File: config.mk
export PLATFORM = sky130hd
export DESIGN_NAME = mmio_uart_tx
export DESIGN_NICKNAME = d
export VERILOG_FILES = /design/src/rtl/uart_tx_pkg.sv /design/src/rtl/uart_tx_fifo.sv /design/src/rtl/mmio_uart_tx.sv
export SDC_FILE = /design/constraint.sdc
export NUM_CORES = 1
export LEC_CHECK = 0
export CAP_MARGIN = 20
export CORE_ASPECT_RATIO = 1.5
export CORE_UTILIZATION = 55
export CTS_CLUSTER_SIZE = 40
export DETAILED_ROUTE_END_ITERATION = 16
export PLACE_DENSITY = 0.87
export SYNTH_ARGS = -nofsm -noshare
export SYNTH_HDL_FRONTEND = slang
export SYNTH_SLANG_ARGS = --single-unit
File: constraint.sdc
create_clock -name clk -period 6.13 [get_ports clk]
set_input_delay 0.9195 -clock clk [delete_from_list [all_inputs] [get_ports clk]]
set_output_delay 0.9195 -clock clk [all_outputs]
set_load 0.01 [all_outputs]
File: src/rtl/uart_tx_pkg.sv
// Shared constants for the memory-mapped UART transmitter: register offsets,
// STATUS/CTRL bit positions and the transmit FSM state encoding.
package uart_tx_pkg;

  localparam logic [3:0] OFF_TXDATA  = 4'h0;
  localparam logic [3:0] OFF_STATUS  = 4'h4;
  localparam logic [3:0] OFF_CTRL    = 4'h8;
  localparam logic [3:0] OFF_BAUDDIV = 4'hC;

  localparam int STATUS_BUSY  = 0;
  localparam int STATUS_FULL  = 1;
  localparam int STATUS_EMPTY = 2;
  localparam int STATUS_OVF   = 3;
  localparam int STATUS_FILL  = 4;

  localparam int CTRL_EN      = 0;
  localparam int CTRL_OVF_CLR = 1;
  localparam int CTRL_IE      = 2;

  typedef enum logic [1:0] {
    ST_IDLE  = 2'd0,
    ST_START = 2'd1,
    ST_DATA  = 2'd2,
    ST_STOP  = 2'd3
  } state_t;

endpackage

File: src/rtl/uart_tx_fifo.sv
// Synchronous byte FIFO for the UART transmitter. A push while full is
// accepted only when a pop happens in the same cycle.
module uart_tx_fifo #(
  parameter int DEPTH = 4,
  parameter int WIDTH = 8
) (
  input  logic                       clk,
  input  logic                       rst_n,
  input  logic                       push,
  input  logic [WIDTH-1:0]           din,
  input  logic                       pop,
  output logic [WIDTH-1:0]           dout,
  output logic                       full,
  output logic                       empty,
  output logic [$clog2(DEPTH):0]     count
);

  localparam int AW = $clog2(DEPTH);
  localparam int CW = AW + 1;

  logic [WIDTH-1:0] mem [DEPTH];
  logic [AW-1:0]    wr_ptr;
  logic [AW-1:0]    rd_ptr;
  logic             do_push;
  logic             do_pop;

  assign full    = (count == CW'(DEPTH));
  assign empty   = (count == '0);
  assign do_pop  = pop && !empty;
  assign do_push = push && (!full || do_pop);
  assign dout    = mem[rd_ptr];

  // Storage needs no reset: the count alone decides what is valid.
  always_ff @(posedge clk) begin
    if (do_push) mem[wr_ptr] <= din;
  end

  always_ff @(posedge clk or negedge rst_n) begin
    if (!rst_n) begin
      wr_ptr <= '0;
      rd_ptr <= '0;
      count  <= '0;
    end else begin
      if (do_push) wr_ptr <= wr_ptr + AW'(1);
      if (do_pop)  rd_ptr <= rd_ptr + AW'(1);
      case ({do_push, do_pop})
        2'b10:   count <= count + CW'(1);
        2'b01:   count <= count - CW'(1);
        default: count <= count;
      endcase
    end
  end

endmodule

File: src/rtl/mmio_uart_tx.sv
// Memory-mapped 8N1 UART transmitter on the data-memory bus. Optional
// interrupt output and CTRL.ie bit are built when UART_TX_IRQ_EN is defined.
module mmio_uart_tx
  import uart_tx_pkg::*;
#(
  parameter logic [31:0] BASE_ADDR  = 32'h0000_1000,
  parameter int          FIFO_DEPTH = 4,
  parameter logic [15:0] DIV_RESET  = 16'd434
) (
  input  logic        clk,
  input  logic        rst_n,
  input  logic        WE,
  input  logic [31:0] A,
  input  logic [31:0] WD,
  output logic [31:0] RD,
  output logic        tx
`ifdef UART_TX_IRQ_EN
  ,
  output logic        irq
`endif
);

  localparam int CW = $clog2(FIFO_DEPTH) + 1;

  state_t        state;
  logic          en;
  logic          ovf;
  logic          ie;
  logic [15:0]   baud_div;
  logic [15:0]   div_eff;
  logic [15:0]   reload;
  logic [15:0]   cnt;
  logic [2:0]    bit_idx;
  logic [7:0]    shreg;
  logic [7:0]    head;
  logic          full;
  logic          empty;
  logic [CW-1:0] count;
  logic          busy;
  logic          in_win;
  logic          wr_txdata;
  logic          wr_ctrl;
  logic          wr_baud;
  logic          fifo_pop;
  logic          unused_bits;

  assign in_win    = (A[31:4] == BASE_ADDR[31:4]);
  assign wr_txdata = WE && in_win && (A[3:2] == OFF_TXDATA[3:2]);
  assign wr_ctrl   = WE && in_win && (A[3:2] == OFF_CTRL[3:2]);
  assign wr_baud   = WE && in_win && (A[3:2] == OFF_BAUDDIV[3:2]);
  assign busy      = (state != ST_IDLE);
  assign fifo_pop  = (state == ST_IDLE) && en && !empty;
  assign div_eff   = (baud_div == 16'd0) ? 16'd1 : baud_div;
  assign unused_bits = &{1'b0, A[1:0], WD[31:16]};

  uart_tx_fifo #(.DEPTH(FIFO_DEPTH), .WIDTH(8)) u_fifo (
    .clk   (clk),
    .rst_n (rst_n),
    .push  (wr_txdata),
    .din   (WD[7:0]),
    .pop   (fifo_pop),
    .dout  (head),
    .full  (full),
    .empty (empty),
    .count (count)
  );

  // Control registers; an overflowing push beats a same-cycle ovf clear.
  always_ff @(posedge clk or negedge rst_n) begin
    if (!rst_n) begin
      en       <= 1'b0;
      ovf      <= 1'b0;
      ie       <= 1'b0;
      baud_div <= DIV_RESET;
    end else begin
      if (wr_ctrl) begin
        en <= WD[CTRL_EN];
`ifdef UART_TX_IRQ_EN
        ie <= WD[CTRL_IE];
`endif
      end
      if (wr_baud) baud_div <= WD[15:0];
      if (wr_txdata && full && !fifo_pop) ovf <= 1'b1;
      else if (wr_ctrl && WD[CTRL_OVF_CLR]) ovf <= 1'b0;
    end
  end

  // Bit period counts down from reload-1; the divider is latched per frame.
  always_ff @(posedge clk or negedge rst_n) begin
    if (!rst_n) begin
      state   <= ST_IDLE;
      tx      <= 1'b1;
      shreg   <= 8'd0;
      reload  <= 16'd1;
      cnt     <= 16'd0;
      bit_idx <= 3'd0;
    end else begin
      case (state)
        ST_IDLE: begin
          tx <= 1'b1;
          if (fifo_pop) begin
            shreg  <= head;
            reload <= div_eff;
            cnt    <= div_eff - 16'd1;
            tx     <= 1'b0;
            state  <= ST_START;
          end
        end
        ST_START: begin
          if (cnt == 16'd0) begin
            cnt     <= reload - 16'd1;
            bit_idx <= 3'd0;
            tx      <= shreg[0];
            state   <= ST_DATA;
          end else begin
            cnt <= cnt - 16'd1;
          end
        end
        ST_DATA: begin
          if (cnt == 16'd0) begin
            cnt <= reload - 16'd1;
            if (bit_idx == 3'd7) begin
              tx    <= 1'b1;
              state <= ST_STOP;
            end else begin
              bit_idx <= bit_idx + 3'd1;
              shreg   <= shreg >> 1;
              tx      <= shreg[1];
            end
          end else begin
            cnt <= cnt - 16'd1;
          end
        end
        ST_STOP: begin
          if (cnt == 16'd0) state <= ST_IDLE;
          else              cnt   <= cnt - 16'd1;
        end
        default: state <= ST_IDLE;
      endcase
    end
  end

`ifdef UART_TX_IRQ_EN
  always_ff @(posedge clk or negedge rst_n) begin
    if (!rst_n) irq <= 1'b0;
    else        irq <= ie && empty && !busy;
  end
`endif

  always_comb begin
    RD = 32'd0;
    if (in_win) begin
      case (A[3:2])
        OFF_STATUS[3:2]: begin
          RD[STATUS_BUSY]  = busy;
          RD[STATUS_FULL]  = full;
          RD[STATUS_EMPTY] = empty;
          RD[STATUS_OVF]   = ovf;
          RD[STATUS_FILL +: 4] = 4'(count);
        end
        OFF_CTRL[3:2]: begin
          RD[CTRL_EN] = en;
          RD[CTRL_IE] = ie;
        end
        OFF_BAUDDIV[3:2]: RD[15:0] = baud_div;
        default: RD = 32'd0;
      endcase
    end
  end

endmodule

==> impl_metrics.env, run 1 <==
export IMPL_via_per_inst=5.92
export IMPL_syn_area_per_cell_um2=9.80
export IMPL_overflow=0
export IMPL_ant_nets=0
export IMPL_grt_pass1_wl_um=22900
export IMPL_dp_slack_ns=2.05
export IMPL_period_minus_slack_ns=4.05
export IMPL_io_pins=100
export IMPL_avgRoutedWirePerCell_um=17.6
export IMPL_fin_tns_setup_ns=0
export IMPL_clockBufferDepth=2
export IMPL_clk_latency_ns=0.35
export IMPL_drtIter0Drc=350
export IMPL_cap_violations=0
export IMPL_numClockSinks=103
export IMPL_core_um2=10500
export IMPL_routed_wl_um=14200
export IMPL_vias=4764
export IMPL_synth_seq_area_share_pct=46.3
export IMPL_synth_edf_count=32
export IMPL_grt_pass1_vias=4844
export IMPL_cp_start_kind="primary input"
export IMPL_synth_distinct_cells=64
export IMPL_hold_worst_slack_ns=0.514
export IMPL_numPortBuffers=65
export IMPL_finalPower_mw=1.37
export IMPL_fin_ws_ns=2.08
export IMPL_drc=0
export IMPL_power_switching_mw=0.326
export IMPL_final_cell_mix="103 x nand2_1, 64 x dfrtp_1, 64 x clkdlybuf4s50_1"
export IMPL_fmax_mhz=247
export IMPL_grt_use_met2_pct=48.2
export IMPL_syn_inst=605
export IMPL_rsz0062_at_grt="false"
export IMPL_p_sw_share_pct=23.8
export IMPL_synth_async_reset_ratio_pct=68.9
export IMPL_cp_end_kind="primary output"
export IMPL_cts_setup_buffers=0
export IMPL_dp_hpwl_um=10600
export IMPL_die_w_um=86.8
export IMPL_num_fill_cells=788
export IMPL_antenna_found_initial=0
export IMPL_drive_above_1_share_pct=10.3
export IMPL_cts_root_buf="clkbuf_16"
export IMPL_seqPwrFrac_pct=52.3
export IMPL_setup_viol=0
export IMPL_worstPathArrival_ns=3.13
export IMPL_clkSlewWorstSetupHoldPaths_ns=0.07
export IMPL_maxSlewViolCount=0
export IMPL_grt_max_degree=72
export IMPL_gp_congestion=0.885
export IMPL_ctsResizeCount=0
export IMPL_ys_seq_elements=103
export IMPL_nets=739
export IMPL_rows=46
export IMPL_start_util_pct=56.3
export IMPL_ir_worst_vdd_uv=351
export IMPL_top_usage_layer="met2"
export IMPL_fin_crit_sh_pct=66.1
export IMPL_die_h_um=129
export IMPL_first_pass_iters=5
export IMPL_p_comb_share_pct=6.6
export IMPL_netlist_area_um2=5930
export IMPL_intPower_mw=1.04
export IMPL_antenna_cells=0
export IMPL_skew_ns=0.00652
export IMPL_critPathMaxFanout=10
export IMPL_slew_headroom_pct=30.2
export IMPL_crit_type="in2out"
export IMPL_fin_util_pct=65.4
export IMPL_cts_buffers=9
export IMPL_grt_total_usage_pct=26.8
export IMPL_ys_flop_type="dfrtp_1"
export IMPL_cts_max_level=3
export IMPL_die_area_um2=11200
export IMPL_status="finished clean"
export IMPL_grt_use_met1_pct=29.6
export IMPL_leakage_nw=3.06
export IMPL_crit_required_ns=5.21
export IMPL_hold_class="reg2reg"
export IMPL_yosysWarningCount=1
export IMPL_cts_hold_buf=0
export IMPL_power_density_nw_per_um2=199
export IMPL_final_common_cell="nand2_1"
export IMPL_syn_to_final_growth_pct=16.2
export IMPL_p_clk_share_pct=41.1
export IMPL_tightest_slew_ns=1.04
export IMPL_hold_viol=0
export IMPL_cts_tree="yes"
export IMPL_met3_usage_pct=3.57
[cell usage after synthesis, drive strengths merged (7+ instances only)]
cell type,n,area (um2)
xnor2,23,201
nand3,9,45.0
mux2i,7,70.1
or3,9,56.3
ha,15,188
and2,15,93.8
nand2,103,387
a21oi,28,151
clkbuf,19,72.6
o22ai,7,43.8
a31oi,13,81.3
dfstp,7,184
o21ai,21,105
edfxtp,32,961
dfrtp,64,1600
nor4,17,119
buf,23,161
mux4,8,180
nor2,47,176
xor2,14,123
mux2,19,214
inv,21,78.8
nor3,19,100
nand4,7,43.8
[power by group through the flow]
stage	combinational (mW)	sequential, mW	clock, mW
2_1_floorplan	0.0443	0.729	0
3_3_place_gp	0.0857	0.730	0
3_5_place_dp	0.0888	0.730	0
4_1_cts	0.0892	0.716	0.570
5_1_grt	0.0986	0.716	0.594
6_report	0.0902	0.716	0.563
[worst paths after layout]
kind	from	endpoint	slack, ns	cells past startpoint
max	A[12]	RD[14]	2.08	7
min	reload[15]$_DFFE_PN0P_	reload[15]$_DFFE_PN0P_	0.51	2
max reg2reg	cnt[0]$_DFFE_PN0P_	cnt[5]$_DFFE_PN0P_	2.99	8
min reg2reg	reload[15]$_DFFE_PN0P_	reload[15]$_DFFE_PN0P_	0.51	2
max in group asynchronous	rst_n	cnt[6]$_DFFE_PN0P_	4.76	2
min in group asynchronous	rst_n	cnt[10]$_DFFE_PN0P_	0.76	2
[state kept, by name (all words and copies together), names as in the netlist]
signal         cells
shreg              8
tx                 1
cnt               16
ovf                1
reload            16
state              2
bit_idx            3
u_fifo.wr_ptr      2
u_fifo.mem        32
en                 1
u_fifo.count       3
u_fifo.rd_ptr      2
baud_div          16
[metrics by stage]
step,cells,area [um2]
2_1_floorplan,620,5980
3_3_place_gp,788,6580
3_5_place_dp,788,6580
4_1_cts,804,6880
5_1_grt,805,6890
6_report,805,6890
[area by class of cell]
cell class                      count  area (um2)  area share, %
Timing Repair Buffer               67         661           9.59
Tap cell                          144         180           2.62
Multi-Input combinational cell    454        2930           42.5
Sequential cell                   103        2750           39.9
Clock inverter                      7        70.1           1.02
Clock buffer                        9         225           3.27
Inverter                           21        78.8           1.14
[metal layers]
layer	wire length, um	part of all wire (%)
met1	5340	38
met2	7670	54
met3	563	4.0
met4	588	4.2
met5	0	0
[critical path, stage by stage]
cell and delay [ns]:
clkdlybuf4s50_1 0.46, nor4b_1 0.27, nand4_1 0.20, nor2_1 0.22, and3_1 0.33, and2_1 0.18
clkdlybuf4s50_1 0.54
[logic make-up (layout without fill, tap and decap cells)]
| group | Yosys count | count (layout) | share of synthesized area [%] |
|---|---|---|---|
| AND/OR/NAND/NOR | 249 | 249 | 20.4 |
| flip-flops | 103 | 103 | 46.3 |
| AO/OA/AOI/OAI | 102 | 102 | 11.1 |
| buffers and inverters | 63 | 104 | 5.28 |
| XOR/XNOR | 37 | 37 | 5.47 |
| multiplexers | 34 | 34 | 7.83 |
| adder cells (fa/ha/maj) | 16 | 16 | 3.50 |
| other | 1 | 16 | 0.0633 |
No activity file was read; power rests on OpenSTA's default activity.
==> run 2: changes to the inputs <==
CORE_UTILIZATION = 54   (was 55)
PLACE_DENSITY = 0.86   (was 0.87)
clock period = 4.23 ns   (was 6.13 ns; I/O delays follow)
==> run 2 against run 1 <==
Via count up 0.65%. Critical path depth unchanged. Hold slack worse by 0.087 ns. First-iteration DRC count down 18%. Wire length down 0.71%. Final cell count up 0.50%. Combinational power up 46%. Final area up 0.53%. Register-to-register slack worse by 1.7 ns. Critical endpoint is now RD[9]. Highest routed layer unchanged.
==> impl_metrics.env, run 2 (synthesis results as in run 1) <==
export IMPL_cts_setup_buffers=0
export IMPL_maxSlewViolCount=0
export IMPL_worstPathArrival_ns=2.88
export IMPL_leakage_nw=3.09
export IMPL_core_um2=10600
export IMPL_die_area_um2=11400
export IMPL_die_h_um=130
export IMPL_grt_pass1_wl_um=23000
export IMPL_cp_end_kind="primary output"
export IMPL_rows=46
export IMPL_hold_viol=0
export IMPL_fin_crit_sh_pct=83.1
export IMPL_regMostFlops="u_fifo.mem"
export IMPL_dp_slack_ns=0.752
export IMPL_vias=4795
export IMPL_tightest_slew_ns=0.996
export IMPL_grt_pass1_vias=4832
export IMPL_die_w_um=87.6
export IMPL_overflow=0
export IMPL_antenna_found_initial=0
export IMPL_crit_required_ns=3.60
export IMPL_nets=743
export IMPL_avgRoutedWirePerCell_um=17.4
export IMPL_grt_total_usage_pct=26.2
export IMPL_crit_type="in2out"
export IMPL_clk_latency_ns=0.34
export IMPL_setup_viol=0
export IMPL_largest_reg_flops=32
export IMPL_gp_congestion=0.907
export IMPL_numClockSinks=103
export IMPL_routed_wl_um=14100
export IMPL_clockBufferDepth=2
export IMPL_syn_to_final_growth_pct=16.8
export IMPL_grt_max_degree=41
export IMPL_start_util_pct=55.7
export IMPL_slew_headroom_pct=33.3
export IMPL_rsz0062_at_grt="false"
export IMPL_ir_worst_vdd_uv=624
export IMPL_ant_nets=0
export IMPL_first_pass_iters=6
export IMPL_cts_hold_buf=0
export IMPL_antenna_cells=0
export IMPL_drive_above_1_share_pct=10.8
export IMPL_fin_tns_setup_ns=0
export IMPL_drc=0
export IMPL_period_minus_slack_ns=3.51
export IMPL_cts_root_buf="clkbuf_16"
export IMPL_finalPower_mw=2.00
export IMPL_cts_buffers=9
export IMPL_fin_ws_ns=0.716
export IMPL_critPathMaxFanout=10
export IMPL_via_per_inst=5.93
export IMPL_hold_class="in2async"
export IMPL_status="finished clean"
export IMPL_skew_ns=0.0103
export IMPL_power_density_nw_per_um2=289
export IMPL_final_cell_mix="103 x nand2_1, 64 x dfrtp_1, 64 x clkdlybuf4s50_1"
export IMPL_cts_tree="yes"
export IMPL_dp_hpwl_um=10500
export IMPL_clkSlewWorstSetupHoldPaths_ns=0.07
export IMPL_cap_violations=0
export IMPL_final_common_cell="nand2_1"
export IMPL_io_pins=100
export IMPL_drtIter0Drc=287
export IMPL_cp_start_kind="primary input"
export IMPL_ctsResizeCount=0
export IMPL_numPortBuffers=65
export IMPL_cts_max_level=3
export IMPL_fmax_mhz=285
==> run 2: worst paths after layout <==
kind,start,end,slack [ns],depth (start not counted)
min in group clk,reload[15]$_DFFE_PN0P_,reload[15]$_DFFE_PN0P_,0.51,2
max in group asynchronous,rst_n,tx$_DFFE_PN1P_,2.79,2
min reg2reg,reload[15]$_DFFE_PN0P_,reload[15]$_DFFE_PN0P_,0.51,2
min,rst_n,baud_div[15]$_DFFE_PN0P_,0.43,1
max reg2reg,baud_div[1]$_DFFE_PN1P_,cnt[14]$_DFFE_PN0P_,1.25,11
max,A[6],RD[9],0.72,7
==> run 2: report_power, final <==
| group | internal, mW | total, mW | switching, mW |
|---|---|---|---|
| Clock | 0.424 | 0.829 | 0.405 |
| Combinational | 0.0629 | 0.132 | 0.0690 |
| Sequential | 1.03 | 1.04 | 0.00456 |
| Total | 1.52 | 2.00 | 0.479 |
==> run 2: worst max-delay path, stage by stage <==
cell             delay [ns]
clkdlybuf4s50_1        0.40
nor4_1                 0.32
nand4_1                0.22
nor2_1                 0.22
and3_1                 0.35
and2_1                 0.19
clkdlybuf4s50_1        0.54
==> run 2: per-stage QoR <==
| stage | utilization, % | instances | area (um2) | hold slack (ns) |
|---|---|---|---|---|
| global route | 65.0 | 809 | 6920 | 0.496 |
| floorplan | - | 620 | 5980 | 0.339 |
| global placement | 62.2 | 793 | 6620 | 0.483 |
| CTS | 65.0 | 809 | 6920 | 0.459 |
| detailed placement | 62.2 | 793 | 6620 | 0.492 |
| finish | 65.0 | 809 | 6920 | 0.427 |
==> run 2: final cells by class <==
cell class / count / area (um2)
clock inverters: 7 / 76.3
clock buffers: 9 / 225
inverters: 21 / 78.8
fillers: 785 / 3720
flip-flops and latches: 103 / 2750
repair buffers: 71 / 691
multi-input cells: 454 / 2930
well taps: 144 / 180
==> run 2: per-layer routing <==
metal | share of wire, % | global-route usage, % | vias to the layer above
met1 | 37 | 28.5 | 2301
met4 | 5.3 | 15.7 | 0
met5 | 0 | 0 | -
met3 | 4.4 | 4.30 | 63
met2 | 53 | 47.2 | 195
li1 | - | - | 2236
